==> src/rtl/balanca_price_entry.sv <==
// balanca_price_entry: keypad front end for the scale.
// Collects decimal key digits over a valid/ready handshake, echoes them as
// BCD, and on ENTER converts them to binary one digit per cycle, publishing
// the result as the centimos operand for the price datapath.
module balanca_price_entry #(
    parameter int unsigned OUT_W      = 9,
    parameter int unsigned MAX_VAL    = 511,
    parameter int unsigned MAX_DIGITS = 3
) (
    input  logic                              clk,
    input  logic                              rst_n,
    input  logic                              key_valid,
    output logic                              key_ready,
    input  logic [3:0]                        key_code,
    output logic [4*MAX_DIGITS-1:0]           entry_bcd,
    output logic [$clog2(MAX_DIGITS+1)-1:0]   digit_count,
    output logic [OUT_W-1:0]                  value_out,
    output logic                              value_valid,
    output logic                              range_err,
    output logic                              digit_drop
);

    localparam int unsigned ACC_W = 4 * MAX_DIGITS;
    localparam int unsigned CW    = $clog2(MAX_DIGITS + 1);

    typedef enum logic [1:0] {
        S_ENTRY,
        S_CONVERT,
        S_DONE
    } state_t;

    state_t             r_state;
    logic [ACC_W-1:0]   r_entry;
    logic [CW-1:0]      r_count;
    logic [ACC_W-1:0]   r_acc;
    logic [CW-1:0]      r_idx;
    logic [OUT_W-1:0]   r_value;
    logic               r_valid;
    logic               r_rerr;
    logic               r_drop;

    logic               w_ready;
    logic               w_accept;
    logic               w_is_digit;
    logic [CW-1:0]      w_last_idx;
    logic [CW-1:0]      w_pos;
    logic [3:0]         w_digit;
    logic [ACC_W-1:0]   w_acc_next;

    assign w_ready    = (r_state == S_ENTRY);
    assign w_accept   = key_valid && w_ready;
    assign w_is_digit = (key_code <= 4'd9);
    // An empty buffer still takes one conversion cycle (as the digit 0).
    assign w_last_idx = (r_count == '0) ? '0 : r_count - CW'(1);
    // Oldest digit sits in the highest occupied nibble, so walk downwards.
    assign w_pos      = w_last_idx - r_idx;
    assign w_acc_next = (r_acc << 3) + (r_acc << 1) + ACC_W'(w_digit);

    // Select the digit being folded into the accumulator this cycle.
    always_comb begin
        w_digit = '0;
        if (r_count != '0) begin
            for (int unsigned i = 0; i < MAX_DIGITS; i++) begin
                if (CW'(i) == w_pos) begin
                    w_digit = r_entry[4*i +: 4];
                end
            end
        end
    end

    // Entry / conversion FSM with registered outputs and single-cycle pulses.
    always_ff @(posedge clk or negedge rst_n) begin
        if (!rst_n) begin
            r_state <= S_ENTRY;
            r_entry <= '0;
            r_count <= '0;
            r_acc   <= '0;
            r_idx   <= '0;
            r_value <= '0;
            r_valid <= 1'b0;
            r_rerr  <= 1'b0;
            r_drop  <= 1'b0;
        end else begin
            r_valid <= 1'b0;
            r_rerr  <= 1'b0;
            r_drop  <= 1'b0;
            case (r_state)
                S_ENTRY: begin
                    if (w_accept) begin
                        if (w_is_digit) begin
                            if (r_count < CW'(MAX_DIGITS)) begin
                                r_entry <= ACC_W'({r_entry, key_code});
                                r_count <= r_count + CW'(1);
                            end else begin
                                r_drop <= 1'b1;
                            end
                        end else begin
                            case (key_code)
                                4'hA: begin
                                    r_entry <= '0;
                                    r_count <= '0;
                                end
                                4'hB: begin
                                    if (r_count != '0) begin
                                        r_entry <= r_entry >> 4;
                                        r_count <= r_count - CW'(1);
                                    end
                                end
                                4'hE: begin
                                    r_acc   <= '0;
                                    r_idx   <= '0;
                                    r_state <= S_CONVERT;
                                end
                                default: ;
                            endcase
                        end
                    end
                end
                S_CONVERT: begin
                    r_acc <= w_acc_next;
                    if (r_idx == w_last_idx) begin
                        r_state <= S_DONE;
                    end else begin
                        r_idx <= r_idx + CW'(1);
                    end
                end
                S_DONE: begin
                    if (32'(r_acc) <= MAX_VAL) begin
                        r_value <= OUT_W'(r_acc);
                        r_valid <= 1'b1;
                    end else begin
                        r_rerr  <= 1'b1;
                    end
                    r_entry <= '0;
                    r_count <= '0;
                    r_state <= S_ENTRY;
                end
                default: r_state <= S_ENTRY;
            endcase
        end
    end

    assign key_ready   = w_ready;
    assign entry_bcd   = r_entry;
    assign digit_count = r_count;
    assign value_out   = r_value;
    assign value_valid = r_valid;
    assign range_err   = r_rerr;
    assign digit_drop  = r_drop;

endmodule
==> config.mk <==
export PLATFORM = sky130hd
export DESIGN_NAME = balanca_price_entry
export DESIGN_NICKNAME = d
export VERILOG_FILES = /design/src/rtl/balanca_price_entry.sv
export SDC_FILE = /design/constraint.sdc
export NUM_CORES = 1
export LEC_CHECK = 0
export CORE_MARGIN = 1
export CORE_UTILIZATION = 42
export CTS_CLUSTER_SIZE = 10
export DETAILED_ROUTE_END_ITERATION = 8
export GPL_ROUTABILITY_DRIVEN = 0
export MAX_ROUTING_LAYER = met4
export PLACE_DENSITY = 0.7
export SYNTH_ARGS = -nofsm -noshare
export SYNTH_HDL_FRONTEND = slang
export SYNTH_SLANG_ARGS = --single-unit
==> constraint.sdc <==
create_clock -name clk -period 3.8 [get_ports clk]
set_clock_uncertainty 0.15 [all_clocks]
set_input_delay 0.38 -clock clk [delete_from_list [all_inputs] [get_ports clk]]
set_output_delay 0.38 -clock clk [all_outputs]
set_load 0.02 [all_outputs]
==> results.ini <==
[timing]
fin_crit_sh_pct = 93.6
setup_tns_ns = 0
fin_crit_ns = 3.56
setup_viol = 0
fin_hold_ws_ns = 0.0633
rsz0062_at_grt = no
slew_headroom_pct = 38.6
max_slew.worst_pin.slew_ns = 0.921
drv_slew = 0
final_hold_viol_count = 0
setup_ws_ns = 0.243
fmax_mhz = 281

[worst_setup_path]
cp-end-kind = flip-flop
crit_chain = inv_1 > ha_1 > inv_1 > ha_1 > inv_2 > a31oi_1 > nand2_1 > fa_1 > inv_1 > ha_1 > a21oi_2 > o221ai_2 > a221oi_2 > xnor2_1 > o21ai_1
worst_path_max_delay_cell = fa_1
slowest_delay_ns = 0.55
arrival_ns = 3.57
cp_top_family = adder cells
cp-start-kind = flip-flop
critPathBufInv = 4
cp.required_ns = 3.82
critPathMaxFanout = 11
critPathKind = reg -> reg

[synth]
ys_ff_latch = 42
synth_cell_types = 47
async_reset_ff_share_pct = 100
postSynthCellCount = 283
yosys_warnings = 0
ys.flop_type = dfrtp_1
syn-cell-area_um2 = 2600
syn_avg_cell_area_um2 = 9.17
synth_edf_count = 0
syn_nets = 314
ys_seq_area_share_pct = 40.5

[global_route]
grt_max_degree = 43
overflow = 0
grt_pass1_vias = 1929
track_usage_pct = 19.4
antenna_found_initial = 0
grt_pass1_wl_um = 9250

[pwr]
power_mw = 2.39
powerDensity_nw_per_um2 = 777
peakVddDrop_mv = 0.281
p_leak_nw = 1.40

[floorplanning]
core_area_um2 = 5960
io_pins = 34
die_h_um = 80.6
num_rows = 28
start_util_pct = 43.6
dieArea_um2 = 6500
die_w_um = 80.6

[routing]
vias = 2106
routed_via_density = 5.41
drt-initial-drc-count = 102
firstDrtPassIters = 4
routedWlPerCell_um = 14.5
antenna_left = 0
totalWireLength_um = 5640
drcViolationCount = 0

[clocking]
cts.path.max_buffers = 2
cts_tree = done
post_cts_buffers = 0
numCtsBuffers = 5
cts-resized-gates = 0
cts-hold-fix-buffers = 0
clkLatencyLatePin_ns = 0.30
clkSinkCount = 42
clockRootBuffer = clkbuf_8
clk_pin_slew_ns = 0.08
cts_max_level = 2

[run]
cap_violations = 0

[layout]
finish.instance_area_um2 = 3080
final_common_cell = nand2_1
fin_cells = 389
antennaDiodeCount = 0
nets = 344
layout_common_cells = nand2_1, dfrtp_1, clkdlybuf4s50_1, o21ai_0, ha_1
fin_util_pct = 51.6
drive_gt1_share_pct = 7.64
syn2layout_area_growth_pct = 18.5

[placed_design]
placed_cells = 381
io_buffers = 33
place_ws_ns = 0.0733
post-dp-hpwl_um = 4120
postPlaceCellArea_um2 = 2970

[worst_hold_path]
hold_class = in -> async

[status]
outcome = completed

logic make-up (layout without fill, tap and decap cells):
| kind of cell | after synthesis | after routing | synth area share (%) |
|---|---|---|---|
| simple gates | 103 | 103 | 18.5 |
| fa+ha+maj | 24 | 24 | 12.1 |
| buf+inv | 30 | 61 | 5.06 |
| xor+xnor | 10 | 10 | 3.66 |
| flops | 42 | 42 | 40.5 |
| mux | 5 | 5 | 1.93 |
| compound gates | 69 | 69 | 18.2 |
worst register-to-register path: cells and delay by family, from the launching register on:
family / cells / cell delay, ns
compound gates: 5 / 1.01
xor+xnor: 1 / 0.14
fa+ha+maj: 4 / 1.28
buf+inv: 4 / 0.30
flops: 1 / 0.43
simple gates: 1 / 0.12
Yosys cell counts, drive strengths merged (5+ instances only):
cell type  number  area (um2)
xnor2           5        43.8
xor2            5        51.3
nand3           6        30.0
a31o            5        43.8
ha             22         275
a31oi           5        52.6
mux2i           5        50.1
a21oi           9        52.6
inv            17        63.8
nand2          67         251
o22ai           6        37.5
o21ai          31         166
buf            11        60.1
dfrtp          42        1050
layout make-up:
cell class              count  area, um2
clock buffers               7       86.3
clock inverters             1       5.00
fillers                   556       2880
inverters                  18       67.6
multi-input cells         211       1430
flip-flops and latches     42       1050
well taps                  75       93.8
repair buffers             35        340
sequential cells by signal, summed over array words and instances, names as in the netlist:
signal	count
r_state	2
r_idx	2
range_err	1
value_out	9
entry_bcd	12
r_acc	12
digit_drop	1
value_valid	1
digit_count	2
power by group:
group,internal (mW),switching (mW)
Sequential,0.612,0.173
Combinational,0.562,0.742
Clock,0.147,0.155
layer usage:
metal	share of wire, %	vias to the layer above	global-route usage (%)
met5	0	-	-
met4	1.5	0	6.96
met3	3.1	9	3.30
met2	46	48	28.7
met1	49	1010	26.5
li1	-	1039	-
worst paths after layout:
| kind | slack, ns | depth (start not counted) | from | endpoint |
|---|---|---|---|---|
| worst max register to register | 0.24 | 15 | digit_count[0]$_DFFE_PN0P_ | r_acc[11]$_DFFE_PN0P_ |
| max in group asynchronous | 2.87 | 1 | rst_n | r_state[1]$_DFFE_PN0P_ |
| worst min-delay path | 0.06 | 1 | rst_n | entry_bcd[11]$_DFFE_PN0P_ |
| min in group clk | 0.32 | 2 | value_out[8]$_DFFE_PN0P_ | value_out[8]$_DFFE_PN0P_ |
| worst max-delay path | 0.24 | 15 | digit_count[0]$_DFFE_PN0P_ | r_acc[11]$_DFFE_PN0P_ |
| worst min register to register | 0.32 | 2 | value_out[8]$_DFFE_PN0P_ | value_out[8]$_DFFE_PN0P_ |
Note: power is estimated with default switching activity, not from simulation.
